`src/rtl/nibble_word_assembler.sv`:
```
// Packs eight 4-bit nibbles (LSB- or MSB-first) into a 32-bit word; word_valid rises one cycle after the 8th transfer.
// The word is held until word_ready, with nib_ready low meanwhile. Optional WORD_PARITY_EN adds a registered word_parity.
module nibble_word_assembler (
    input  logic        clk,
    input  logic        rst_n,
    input  logic        start,
    input  logic        reverse_direction,
    input  logic        abort,
    input  logic        nib_valid,
    input  logic [3:0]  nib_data,
    output logic        nib_ready,
    output logic        word_valid,
    input  logic        word_ready,
    output logic [31:0] word,
    output logic        busy
`ifdef WORD_PARITY_EN
    ,
    output logic        word_parity
`endif
);

    typedef enum logic [1:0] {
        ST_IDLE    = 2'd0,
        ST_COLLECT = 2'd1,
        ST_HOLD    = 2'd2
    } state_t;

    state_t      r_state;
    logic [31:0] r_acc;
    logic [2:0]  r_idx;
    logic        r_rev;

    logic        w_xfer;
    logic        w_last;
    logic [31:0] w_acc_next;

    assign nib_ready  = (r_state == ST_COLLECT) && !abort;
    assign w_xfer     = nib_valid && nib_ready;
    // The final nibble slot depends on direction; idx is never stepped past it.
    assign w_last     = r_rev ? (r_idx == 3'd0) : (r_idx == 3'd7);
    assign word       = r_acc;
    assign word_valid = (r_state == ST_HOLD);
    assign busy       = (r_state != ST_IDLE);

    always_comb begin
        w_acc_next = r_acc;
        w_acc_next[{r_idx, 2'b00} +: 4] = nib_data;
    end

    always_ff @(posedge clk or negedge rst_n) begin
        if (!rst_n) begin
            r_state <= ST_IDLE;
            r_acc   <= 32'd0;
            r_idx   <= 3'd0;
            r_rev   <= 1'b0;
        end else begin
            case (r_state)
                ST_IDLE: begin
                    if (start) begin
                        r_state <= ST_COLLECT;
                        r_acc   <= 32'd0;
                        r_rev   <= reverse_direction;
                        r_idx   <= reverse_direction ? 3'd7 : 3'd0;
                    end
                end
                ST_COLLECT: begin
                    if (abort) begin
                        r_state <= ST_IDLE;
                    end else if (w_xfer) begin
                        r_acc <= w_acc_next;
                        if (w_last) begin
                            r_state <= ST_HOLD;
                        end else begin
                            r_idx <= r_rev ? (r_idx - 3'd1) : (r_idx + 3'd1);
                        end
                    end
                end
                ST_HOLD: begin
                    if (word_ready) begin
                        if (start) begin
                            r_state <= ST_COLLECT;
                            r_acc   <= 32'd0;
                            r_rev   <= reverse_direction;
                            r_idx   <= reverse_direction ? 3'd7 : 3'd0;
                        end else begin
                            r_state <= ST_IDLE;
                        end
                    end
                end
                default: r_state <= ST_IDLE;
            endcase
        end
    end

`ifdef WORD_PARITY_EN
    logic r_parity;

    always_ff @(posedge clk or negedge rst_n) begin
        if (!rst_n) begin
            r_parity <= 1'b0;
        end else if (w_xfer && w_last) begin
            r_parity <= ^w_acc_next;
        end
    end

    assign word_parity = r_parity;
`endif

endmodule

```
`config.mk`:
```
export PLATFORM = sky130hd
export DESIGN_NAME = nibble_word_assembler
export DESIGN_NICKNAME = d
export VERILOG_FILES = /design/src/rtl/nibble_word_assembler.sv
export SDC_FILE = /design/constraint.sdc
export NUM_CORES = 1
export LEC_CHECK = 0
export ABC_CLOCK_PERIOD_IN_PS = 4600
export CAP_MARGIN = 20
export CORE_ASPECT_RATIO = 0.5
export CORE_MARGIN = 4
export CORE_UTILIZATION = 45
export CTS_BUF_LIST = sky130_fd_sc_hd__clkbuf_2
export CTS_CLUSTER_DIAMETER = 60
export DETAILED_ROUTE_END_ITERATION = 8
export PLACE_DENSITY = 0.83
export SETUP_SLACK_MARGIN = 0.2
export SLEW_MARGIN = 20
export SYNTH_ARGS = -nofsm -noshare
export SYNTH_HDL_FRONTEND = slang
export SYNTH_SLANG_ARGS = --single-unit
```
`constraint.sdc`:
```
create_clock -name clk -period 4.6 [get_ports clk]
set_input_delay 0.46 -clock clk [delete_from_list [all_inputs] [get_ports clk]]
set_output_delay 0.46 -clock clk [all_outputs]
set_load 0.05 [all_outputs]
```
==> run_results.csv <==
group,metric,value,unit
outcome,run_status,"completed",
route,wire_per_inst,16.65,µm
clock_network,cts.path.max_buffers,2,
layout,final_net_count,220,
grt,vias_in_the_first_global_route,1423,
route,detailedRoute.firstPassIterationCount,4,
timing,max_slew.worst_pin.slew,634.1,ps
route,wl_met1,2123,µm
synthesis,sequential_area_share_after_synthesis,50.46,%
route,drtIter0Drc,74,
clock_network,numCtsBuffers,5,
die,core,0.003964,mm²
place,port_buffers,45,
clock_network,tritoncts,"yes",
timing,clock_skew,13.06,ps
layout,layout.filler_cells,337,
hold_path,hp-class,"input pin to async pin",
route,postRouteWirelength,4263,µm
clock_network,cts.repair.resized,0,
grt,grt_first_pass_wirelength,7189,µm
layout,stdcell_area,0.002382,mm²
place,post-dp-hpwl,3117,µm
grt,grt_antenna_before_repair,0,
worst_setup_path,critical_path.max_stage_delay,840,ps
die,die_h,53.76,µm
synthesis,yosysWarnings,0,
synthesis,post_synth_main_area_contributors,"dfrtp_1 50%, a22o_1 15%, ha_1 4.0%",
worst_setup_path,path_max_fanout,9,
route,wl_met3,224,µm
die,design.die.area,0.005349,mm²
place,place.gp.congestion,0.8303,
clock_network,cts.htree.levels,2,
synthesis,postSynthNetCount,177,
timing,setup_violations,0,
timing,fmax,350.2,MHz
route,dr.max_layer_used,"met4",
worst_setup_path,cp.arrival,2400,ps
timing,finalMaxSlewViolations,0,
clock_network,clock_transition_at_path_regs,180,ps
grt,global_route.usage.total,17.72,%
synthesis,postSynth.asyncResetShare,100.0,%
pwr,power-per-cell-area,474.9,mW/mm²
synthesis,synthCells,159,
pwr,leakagePower,0.001043,µW
grt,global_route.overflow_total,0,
die,dieWidth,99.52,µm
run,max_cap_violations,0,
layout,final-instance-count-excl-fill,256,
synthesis,syn_area,0.001884,mm²
clock_network,post_cts.repair.setup_buffers,0,
synthesis,synth_enable_flop_cells,0,
pwr,vdd_ir_drop_max,318.5,µV
layout,postLayoutCoreUtil,60.10,%
route,final_ant_viol_nets,0,
timing,time_the_worst_path_needs_with_i_o_delays_and_setup,2856,ps
layout,antenna_cells,0,
clock_network,cts_hold_repair.buffers,0,
timing,worst_slew_margin_rel,57.73,%
place,placed_cell_count,249,
clock_network,worst_skew_pair_latency,390,ps
timing,timing_hold_violations_final,0,
timing,final.period_utilization,62.08,%
synthesis,synth.top_cell.area_share,50.46,%
synthesis,synth.avg_cell_area,11.85,µm²
die,ioPinCount,46,
worst_setup_path,crit_slowest_cell,"clkdlybuf4s50_1",
place,placed_area,0.002347,mm²
grt,grt_start_max_net_pins,39,
worst_setup_path,cp_data_required_time,4140,ps
synthesis,synthMostInstantiatedCell,"dfrtp_1",
layout,area_growth,26.43,%
worst_setup_path,startpoint_type,"flip-flop",
synthesis,netlist.top_cell.by_area,"dfrtp_1",
clock_network,cts_sinks,38,
route,avgViaCountPerCell,5.504,
die,initial_core_util,47.54,%
die,row_count,16,
route,wl_met2,1838,µm
layout,drive_gt1_share,12.87,%
timing,finalSetupTns,0,ps
timing,grt_setup_unrepaired,"no",
synthesis,synthesized_flop_and_latch_total,38,
clock_network,cts_root_buf,"clkbuf_2",
synthesis,synth.top_cells.by_count,"38 x dfrtp_1, 33 x a22o_1, 8 x nor2_1",
synthesis,most_common_flop_cell_mapped_by_yosys,"dfrtp_1",
worst_setup_path,cp_cell_sequence,"nand2b_1, nor2_1, clkdlybuf4s50_1",
route,drcViolationCount,0,
worst_setup_path,worstSetupEndpointType,"output port",
synthesis,synth_cell_types,45,
worst_setup_path,timing_worst_setup_path_type,"flip-flop to output port",
route,via_count,1409,
## flip-flops by register name, summed over array words and instances, names as in the netlist
register / flops
word: 32
r_idx: 3
r_state: 2
r_rev: 1
## through the flow
stage / total power [µW] / setup slack [ps] / hold slack, ps
finish: 1131 / 1744 / 442.4
global route: 1209 / 1622 / 431.0
global placement: 971.3 / 2260 / 487.2
floorplan: 868.4 / 2535 / 164.4
CTS: 1131 / 1739 / 453.4
detailed placement: 991.9 / 2154 / 483.2
## path summary, 6_finish.rpt
check	startpoint	end	slack, ps	cells past startpoint
min in group clk	word[28]	word[28]	520	1
setup / recovery	r_state[1]	nib_ready	1740	3
setup reg to reg	r_idx[0]	word[19]	2100	7
hold / removal	rst_n	word[3]	440	2
max in group asynchronous	rst_n	word[6]	3800	2
hold reg to reg	word[28]	word[28]	520	1
## logic make-up after synthesis
kind of cell	share of synthesized area [%]
compound gates	25.90
fa+ha+maj	5.046
buf+inv	4.715
flops	50.46
mux	0.5976
simple gates	13.28
## layer usage
metal,GRT usage (%),vias up
li1,-,677
met2,27.00,37
met4,7.710,0
met1,24.70,687
met3,3.881,8
met5,0,-
## cell usage in the layout (no fill, tap or decap), types with 2 or more instances in the layout
cell type,count
o21ai_0,2
nor2b_1,4
ha_1,6
clkbuf_2,5
o22ai_1,3
nand2b_1,2
o21ai_2,6
clkinv_2,2
nor2_1,8
and3_4,2
a22o_1,33
a21oi_1,2
nor3_1,2
nor3b_1,2
clkdlybuf4s50_1,45
nand2_1,7
dfrtp_1,38
inv_1,7
## report_power, final
part | switching [µW] | internal (µW) | total (µW)
sequential | 54.9 | 375 | 430
clock | 106 | 32.9 | 139
combinational | 357 | 206 | 562
total | 518 | 614 | 1130
## critical path, delay by kind of cell (launching register included)
kind	cells	cell delay (ps)
buffers and inverters	1	840
DFF	1	450
and+or+nand+nor	2	710
## area by class of cell
cell class / instances / area [µm²] / area share [%]
clock buffer: 5 / 25.02 / 1.050
sequential: 38 / 950.9 / 39.92
multi-input combinational: 104 / 844.6 / 35.45
tap: 54 / 67.56 / 2.836
timing repair buffer: 46 / 457.9 / 19.22
inverter: 7 / 26.28 / 1.103
clock inverter: 2 / 10.01 / 0.4202
Note: power is estimated with default switching activity, not from simulation.
